`config.mk`:
```
export PLATFORM = sky130hd
export DESIGN_NAME = bch_enc_ctrl
export DESIGN_NICKNAME = d
export VERILOG_FILES = /design/src/rtl/bch_pkg.sv /design/src/rtl/bch_enc_ctrl.sv
export SDC_FILE = /design/constraint.sdc
export NUM_CORES = 1
export LEC_CHECK = 0
export CORE_AREA = 2 2 39 41
export DETAILED_ROUTE_END_ITERATION = 8
export DIE_AREA = 0 0 41 43
export DONT_BUFFER_PORTS = 1
export PLACE_DENSITY = 0.69
export SYNTH_ARGS = -nofsm -noshare
export SYNTH_HDL_FRONTEND = slang
export SYNTH_SLANG_ARGS = --single-unit
```
`constraint.sdc`:
```
create_clock -name clk -period 1.95 [get_ports clk]
set_input_delay 0.39 -clock clk [delete_from_list [all_inputs] [get_ports clk]]
set_output_delay 0.39 -clock clk [all_outputs]
set_load 0.05 [all_outputs]
```
`src/rtl/bch_pkg.sv`:
```
// ---------------------------------------------------------------------------
// bch_pkg
//   Shared constants and the controller state encoding for the serial
//   BCH(15,7) encode path.
//   BCH_N : codeword length in bits
//   BCH_K : message length in bits
//   BCH_P : parity length in bits (BCH_N - BCH_K)
//   state_t : IDLE=00, MSG=01, PAR=10, DONE=11
// ---------------------------------------------------------------------------
package bch_pkg;

    localparam int BCH_N = 15;
    localparam int BCH_K = 7;
    localparam int BCH_P = 8;

    typedef enum logic [1:0] {
        ST_IDLE = 2'b00,
        ST_MSG  = 2'b01,
        ST_PAR  = 2'b10,
        ST_DONE = 2'b11
    } state_t;

endpackage

```
`src/rtl/bch_enc_ctrl.sv`:
```
// ---------------------------------------------------------------------------
// bch_enc_ctrl
//   Sequencing controller for the serial BCH(15,7) encoder. Accepts K message
//   bits, then flushes N-K parity bits, then holds the collected codeword
//   until downstream acknowledges it.
//
//   Ports
//     clk        : rising-edge clock
//     reset      : asynchronous active-low reset
//     start      : begin a new codeword (honoured in IDLE, or DONE with cw_ack)
//     bit_valid  : upstream message bit valid
//     bit_ready  : controller accepts a message bit this cycle
//     cw_ack     : downstream consumed the codeword (honoured in DONE)
//     enc_clr    : sync clear to parity LFSR
//     enc_en     : parity LFSR shift enable
//     enc_gate   : LFSR feedback gate (1 = message phase, 0 = parity flush)
//     sel_par    : serial output mux select (0 = message, 1 = parity)
//     sipo_clr   : sync clear to the codeword collector
//     sipo_hold  : collector hold
//     cw_valid   : collector holds a complete codeword (registered)
//     busy       : controller not in IDLE (registered)
//     bit_cnt    : bit index within the current phase (registered)
// ---------------------------------------------------------------------------
module bch_enc_ctrl
    import bch_pkg::*;
#(
    parameter int N  = BCH_N,
    parameter int K  = BCH_K,
    parameter int CW = 4
) (
    input  logic          clk,
    input  logic          reset,
    input  logic          start,
    input  logic          bit_valid,
    output logic          bit_ready,
    input  logic          cw_ack,
    output logic          enc_clr,
    output logic          enc_en,
    output logic          enc_gate,
    output logic          sel_par,
    output logic          sipo_clr,
    output logic          sipo_hold,
    output logic          cw_valid,
    output logic          busy,
    output logic [CW-1:0] bit_cnt
);

    localparam logic [CW-1:0] LAST_MSG = CW'(K - 1);
    localparam logic [CW-1:0] LAST_PAR = CW'(N - K - 1);

    state_t        r_state;
    state_t        w_state_nxt;
    logic [CW-1:0] r_bit_cnt;
    logic [CW-1:0] w_bit_cnt_nxt;
    logic          r_cw_valid;
    logic          r_busy;

    // NOTE: state registers use non-blocking assignments so every flop samples
    // the pre-edge value of every other flop.
    always_ff @(posedge clk or negedge reset) begin
        if (!reset) begin
            r_state    <= ST_IDLE;
            r_bit_cnt  <= '0;
            r_cw_valid <= 1'b0;
            r_busy     <= 1'b0;
        end else begin
            r_state    <= w_state_nxt;
            r_bit_cnt  <= w_bit_cnt_nxt;
            // Derived from the next state so the flags line up with r_state.
            r_cw_valid <= (w_state_nxt == ST_DONE);
            r_busy     <= (w_state_nxt != ST_IDLE);
        end
    end

    // NOTE: every output of this block is given a default before the case so
    // no path leaves a signal unassigned, which would infer a latch.
    always_comb begin
        w_state_nxt   = r_state;
        w_bit_cnt_nxt = r_bit_cnt;
        bit_ready     = 1'b0;
        enc_clr       = 1'b0;
        enc_en        = 1'b0;
        enc_gate      = 1'b0;
        sel_par       = 1'b0;
        sipo_clr      = 1'b0;
        sipo_hold     = 1'b1;

        // Outputs also decode start/bit_valid/cw_ack, so reset must mask them
        // directly rather than rely on the state register alone.
        if (reset) begin
            case (r_state)
                ST_IDLE: begin
                    if (start) begin
                        enc_clr       = 1'b1;
                        sipo_clr      = 1'b1;
                        w_state_nxt   = ST_MSG;
                        w_bit_cnt_nxt = '0;
                    end
                end

                ST_MSG: begin
                    bit_ready = 1'b1;
                    enc_gate  = 1'b1;
                    if (bit_valid) begin
                        enc_en    = 1'b1;
                        sipo_hold = 1'b0;
                        if (r_bit_cnt == LAST_MSG) begin
                            w_state_nxt   = ST_PAR;
                            w_bit_cnt_nxt = '0;
                        end else begin
                            w_bit_cnt_nxt = r_bit_cnt + CW'(1);
                        end
                    end
                end

                ST_PAR: begin
                    enc_en    = 1'b1;
                    sel_par   = 1'b1;
                    sipo_hold = 1'b0;
                    if (r_bit_cnt == LAST_PAR) begin
                        w_state_nxt   = ST_DONE;
                        w_bit_cnt_nxt = '0;
                    end else begin
                        w_bit_cnt_nxt = r_bit_cnt + CW'(1);
                    end
                end

                ST_DONE: begin
                    if (cw_ack) begin
                        w_bit_cnt_nxt = '0;
                        if (start) begin
                            // Back-to-back: clear both datapath blocks now so
                            // the first message bit lands next cycle.
                            enc_clr     = 1'b1;
                            sipo_clr    = 1'b1;
                            w_state_nxt = ST_MSG;
                        end else begin
                            w_state_nxt = ST_IDLE;
                        end
                    end
                end

                default: begin
                    w_state_nxt   = ST_IDLE;
                    w_bit_cnt_nxt = '0;
                end
            endcase
        end
    end

    assign cw_valid = r_cw_valid;
    assign busy     = r_busy;
    assign bit_cnt  = r_bit_cnt;

endmodule
```
==> metrics.md, run 1 <==
| Metric | Value |
|---|---|
| Compound-cell area share of the yosys netlist | 20.4% |
| DRT Pass-1 Iters | 4 |
| Required time of the critical path | about 1600 ps |
| Most numerous cell in the Yosys netlist | nand2_1 |
| Max VDD drop | 0.751 mV |
| Post-DP HPWL | 1.02 mm |
| Core Box Area | approximately 0.0014 mm^2 |
| Total die area | between 0.0015 and 0.002 mm^2 |
| Commonest cells in the netlist | 11 x nand2_1, 8 x dfrtp_1, 7 x ha_1 |
| Final nets | 95 |
| Final worst-path setup slack | 111 ps |
| Clk sinks | 8 |
| CP Buf/Inv Count | 2 |
| Post-synthesis simple-gate area fraction | roughly a quarter |
| WS Path Type | reg -> out |
| Initial antenna violation count | 0 |
| Port Buffers | 0 |
| CTS clk-pin slew, worst paths | roughly 50 ps |
| RD Place Congestion | 0.757 |
| Main combinational cell family by area after synthesis | simple AND/OR/NAND/NOR gates |
| Slowest stage delay, CP | around 390 ps |
| Final hold violation count | 0 |
| Clk_lat worst skew | around 250 ps |
| Syn avg cell area | a little under 9 um^2 |
| Xor/xnor share of the synthesized area | 0% |
| Pin count of the biggest net entering global routing | 10 |
| Top-Level Pins | 18 |
| Final wirelength | 1.37 mm |
| # fillers | around 130 |
| Setup violators final | 0 |
| Unrepaired setup endpoints after global routing | no |
| Rel. slew slack | about two thirds |
| Die height | roughly 43 um |
| Longest Clk Path Bufs | 2 |
| DRC | 0 |
| Crit path max-delay cell type | dfrtp_1 |
| Post-DR vias/cell | about 5.4 |
| ANT nets after route | 0 |
| Setup tns final | 0 ps |
| CTS root buffer | clkbuf_4 |
| Die width | approximately 40 um |
| Number of global-route vias before repair | about 510 |
| Synthesis warning total | 0 |
| Multiplexer share of the synthesized area | 0% |
| Layout area overhead | 25.4% |
| Starting Density | 45.2% |
| Setup crit start kind | register |
| Register area share after synthesis | 32.0% |
| Max_cap viols | 0 |
| Num rows | 14 |
| Synth Flop Type | dfrtp_1 |
| Global-route wire length before repair | 2.17 mm |
| Static leakage | between 0.3 and 0.4 nW |
| Status | finished, final reports clean |
| Cell count after synthesis | 70 |
| Share of post-route cells with drive strength above 1 | between 20% and 30% |
| Async SR Flop Fraction | 100% |
| # H-tree levels | 1 |
| Number of flops mapped to enable cells by yosys | 0 |
| GRT Residual Overflow | 0 |
| CP endpoint kind | primary output |
| Power density over the cells | roughly 1600 mW/mm^2 |
| Fmax | 0.544 GHz |
| Iteration-0 DRC Markers | 3 |
| Register bit total from synthesis | 8 |
| Cells along the critical path | inv_2, ha_2, nand2_1, nor2_1, buf_4 |
| Worst-margin pin slew | between 400 and 500 ps |
| CP arrival | roughly 1500 ps |
| Number of diodes | 0 |
| Cell taking the most area after synthesis | dfrtp_1 |
| Crit path time final | ~1800 ps |
| Area of the mapped netlist | 626 um^2 |
| Post-Synth Adder-Cell Area | between 10 and 15% |
| TritonCTS clock tree | done |
| Skew final | just over 0.6 ps |
| Syn_nets | 82 |
| Post-synthesis cell type count | 28 |
| Setup WS pre-CTS | about 160 ps |
| HP Class | in -> reg |
| Crit path max fanout | 4 |
| Share of the synthesized area in the top cell type | 32.0% |
| Crit share post-route | ~94% |
| Crit-path leading delay family | flip-flops |
| Largest cells by area after synthesis | dfrtp_1 32%, ha_1 14%, nand2_1 6.6% |
| Total CTS buffers | 3 |
| Max-slew violations | 0 |
| Drt wl/cell | approximately 14 um |
| GRT Util Overall | roughly a fifth |
| Vias | approximately 530 |
[final cells by class]
type	count	area (um^2)	area share (%)
Multi-Input combinational cell	54	413	52.6
Tap cell	16	20.0	2.55
Inverter	5	18.8	2.39
Clock buffer	3	22.5	2.87
Sequential cell	8	200	25.5
Timing Repair Buffer	11	110	14.0
[sequential cells by signal, indices dropped and copies added (netlist names)]
signal	cells
r_state	2
cw_valid	1
busy	1
bit_cnt	4
[stage by stage]
stage | instances | util [%] | hold slack [ps] | area, um^2 | power [mW]
after floorplan | 70 | - | 94.4 | 641 | 0.886
after global placement | 91 | 51.7 | 94.7 | 716 | 1.05
after detailed placement | 91 | 51.7 | 94.8 | 716 | 1.06
after CTS | 95 | 54.4 | 367 | 753 | 1.19
after global routing | 97 | 56.7 | 373 | 785 | 1.32
final | 97 | 56.7 | 372 | 785 | 1.22
[placed cells by master, fill, tap and decap left out, drive strengths merged, types with 2 or more instances in the layout]
| master | n |
|---|---|
| a22o | 2 |
| ha | 7 |
| nand2 | 11 |
| buf | 10 |
| nand3 | 2 |
| nor3 | 2 |
| inv | 5 |
| dfrtp | 8 |
| nor2b | 3 |
| nand3b | 2 |
| clkbuf | 3 |
| and2 | 2 |
| nor2 | 3 |
| o21ai | 3 |
| nand2b | 3 |
| a21oi | 4 |
[path summary, 6_finish.rpt]
| check | from | end | slack (ps) | depth (start not counted) |
|---|---|---|---|---|
| min in group asynchronous | reset | bit_cnt[0] | 490 | 1 |
| worst min register to register | bit_cnt[1] | bit_cnt[1] | 590 | 1 |
| worst max-delay path | r_state[0] | enc_en | 110 | 5 |
| worst max register to register | r_state[0] | bit_cnt[0] | 140 | 5 |
| max in group asynchronous | reset | cw_valid | 1200 | 1 |
| worst min-delay path | reset | r_state[1] | 370 | 2 |
[power by group]
group / internal [mW] / leakage [nW] / switching [mW]
clock network: 0.0704 / 0.0138 / 0.0555
logic: 0.298 / 0.248 / 0.485
registers: 0.222 / 0.104 / 0.0930
[layer usage]
metal,global-route usage [%],part of all wire [%],up-vias
met1,23.6,40,247
met4,12.7,0.66,0
met2,28.1,55,11
met5,0,0,-
met3,3.66,3.9,2
li1,-,-,267
[logic make-up after synthesis]
kind of cell	after synthesis
buffers and inverters	8
AOI/OAI and AO/OA	17
and+or+nand+nor	30
adders and majority gates	7
DFF	8
[repair_timing]
action | 4_1_cts | 5_1_grt
hold buffers | 1 | 0
pin swaps | 1 | 2
setup endpoints to repair | 1 | 5
resized for setup | 2 | 4
hold endpoints to repair | 8 | 0
buffers inserted | 0 | 2
Power figures use the tool's default switching activity.
==> run 2, diff against run 1 <==
==> constraint.sdc (replaced) <==
create_clock -name clk -period 2.1 [get_ports clk]
set_input_delay 0.42 -clock clk [delete_from_list [all_inputs] [get_ports clk]]
set_output_delay 0.42 -clock clk [all_outputs]
set_load 0.05 [all_outputs]
==> run 2 against run 1 <==
Die area unchanged. Cell count down 4.1%. Clock skew hardly changed. Non-clock buffer count shrank 4.
==> metrics.md, run 2 (synthesis results as in run 1) <==
| Metric | Value |
|---|---|
| Final wirelength | 1.32 mm (-4.1%) |
| Power Internal | 0.494 mW (-16%) |
| Min-Delay Endpoint | r_state[1] |
| Fmax | slightly above 0.5 GHz |
| WS Path Type | reg -> out |
| DRC | 0 (unchanged) |
| Max VDD drop | 0.817 mV (+8.7%) |
| Unrepaired setup endpoints after global routing | no |
| Number of diodes | 0 (unchanged) |
| Grt met3 use | 2.09% (-1.6 points) |
| Clk sinks | 8 (unchanged) |
| Share of post-route cells with drive strength above 1 | 20.8% (-8.9 points) |
| GRT Residual Overflow | 0 (unchanged) |
| Longest Clk Path Bufs | 2 (unchanged) |
| Post-DP HPWL | 968 um (-4.6%) |
| Starting Density | 45.2% (unchanged) |
| Total CTS buffers | 3 (unchanged) |
| Number of global-route vias before repair | 472 (-8.0%) |
| Switching Fraction | 53.4% (+1.6 points) |
| Reg2reg end | bit_cnt[0] |
| Reg2Reg Depth | 6 (+1) |
| Die height | 43 um (unchanged) |
| Psw | 0.565 mW (-11%) |
| TritonCTS clock tree | done |
| Port Buffers | 0 (unchanged) |
| Final hold violation count | 0 (unchanged) |
| Post-DR vias/cell | 5.78 (+6.5%) |
| CTS root buffer | clkbuf_4 |
| GRT Util Overall | 16.6% (-2.3 points) |
| Power density over the cells | 1460 mW/mm^2 (-6.1%) |
| Required time of the critical path | 1680 ps (+120 ps) |
| Clk_lat worst skew | 250 ps (about the same) |
| Crit path max fanout | 5 (+1) |
| Num rows | 14 (unchanged) |
| WHS Path Cells | 2 (unchanged) |
| Clock power share | 10.8% (+0.5 points) |
| Crit path time final | between 1500 and 2000 ps |
| Final Instance Count excl. Fillers | 93 (-4.1%) |
| Top Usage Layer GRT | met2 |
| Die width | 41 um (unchanged) |
| Setup crit start kind | register |
| Sequential Power Share | 29.5% (+3.8 points) |
| Global Route met2 Usage | 24.7% (-3.4 points) |
| Top-Level Pins | 18 (unchanged) |
| Drt wl/cell | 14.2 um (about the same) |
| Global-route wire length before repair | 1.99 mm (-7.9%) |
| Vias | 538 (+2.1%) |
| Core Box Area | 0.00138 mm^2 (unchanged) |
| Setup violators final | 0 (unchanged) |
| Pin count of the biggest net entering global routing | 10 (unchanged) |
| RR Startpoint | r_state[1] |
| Worst-margin pin slew | 580 ps (+87.0 ps) |
| CP endpoint kind | primary output |
| ANT nets after route | 0 (unchanged) |
| Rel. slew slack | 61.4% (-6.0 points) |
| Hold_sp | reset |
| HP Class | in -> reg |
| RD Place Congestion | 0.716 (-5.4%) |
| Commonest non-fill, non-tap cell in the layout | nand2_1 |
| Placed cells | 89 (-2.2%) |
| Static leakage | 0.345 nW (-5.8%) |
| GR Util met1 | 23.0% (-0.68 points) |
| CTS clk-pin slew, worst paths | 50 ps (about the same) |
| Layout area overhead | 15.6% |
| Crit share post-route | a little over nine tenths |
| DRT Pass-1 Iters | 4 (unchanged) |
| R2R Setup Slk | 210 ps (+70 ps) |
| Setup tns final | 0 ps (unchanged) |
| Skew final | 0.625 ps (+0.0158 ps) |
| # H-tree levels | 1 (unchanged) |
| Largest register FFs | 4 (unchanged) |
| Combinational fraction of design power | 59.7% (-4.3 points) |
| Max_cap viols | 0 (unchanged) |
| Most frequent cells in the layout | 10 x nand2_1, 8 x dfrtp_1, 7 x ha_1, 5 x inv_1, 5 x buf_4 |
| Total die area | 0.00176 mm^2 (unchanged) |
| Post-CTS setup buffers | 0 (unchanged) |
| Iteration-0 DRC Markers | 17 (+14) |
| Status | finished, final reports clean |
| CP arrival | 1560 ps (+110 ps) |
| Max-slew violations | 0 (unchanged) |
| Final nets | 91 (-4.2%) |
| Initial antenna violation count | 0 (unchanged) |
==> run 2: cell types whose count changed in the layout (fill, tap and decap cells not counted), sizes merged <==
cell / delta
buf: -4
==> run 2: repair_timing <==
| item | 4_1_cts | 5_1_grt |
|---|---|---|
| gates resized for setup | 0 | 1 |
| endpoints found under the hold margin | 8 | 0 |
| setup endpoints to repair | 0 | 1 |
| hold buffers | 1 | 0 |
==> run 2: layer usage <==
metal	part of all wire [%]	vias to the layer above
met5	0	-
met4	0.46	0
met3	5.8	2
met2	51	19
met1	42	259
li1	-	258
==> run 2: area by class of cell <==
cell class	count	area (um^2)
Fill cell	133	661
Inverter	5	18.8
Sequential cell	8	200
Multi-Input combinational cell	54	394
Tap cell	16	20.0
Clock buffer	3	22.5
Timing Repair Buffer	7	67.6
==> run 2: how the worst max path moves through the flow <==
stage | startpoint | end | slack [ps] | cells after the start
after floorplan | r_state[0] | sipo_clr | 90 | 4
after global placement | r_state[1] | bit_cnt[0] | 290 | 6
after detailed placement | r_state[1] | bit_cnt[0] | 220 | 6
after CTS | r_state[0] | sipo_hold | 50 | 5
after global routing | r_state[0] | sipo_hold | 30 | 5
final | r_state[0] | sipo_hold | 120 | 5
==> run 2: power by group through the flow <==
stage / Clock (mW) / Sequential [mW] / Combinational, mW
global route: 0.123 / 0.320 / 0.681
CTS: 0.124 / 0.313 / 0.627
global placement: 0 / 0.313 / 0.616
detailed placement: 0 / 0.316 / 0.621
finish: 0.114 / 0.313 / 0.632
floorplan: 0 / 0.396 / 0.425
==> run 2: critical path: stages, from the launching register on <==
cell	delay, ps
dfrtp_1	400
inv_1	130
ha_1	250
inv_1	130
o21ai_1	190
nand2_2	210
==> run 2: per-stage QoR <==
step	utilization, %	power, mW	cell area, um^2	hold WS [ps]	setup WS [ps]
6_report	52.3	1.06	723	405	122
4_1_cts	52.1	1.06	721	388	45.4
5_1_grt	52.3	1.12	723	424	30.4
3_5_place_dp	49.7	0.937	688	125	225
2_1_floorplan	-	0.820	637	124	88.7
3_3_place_gp	49.7	0.929	688	125	286
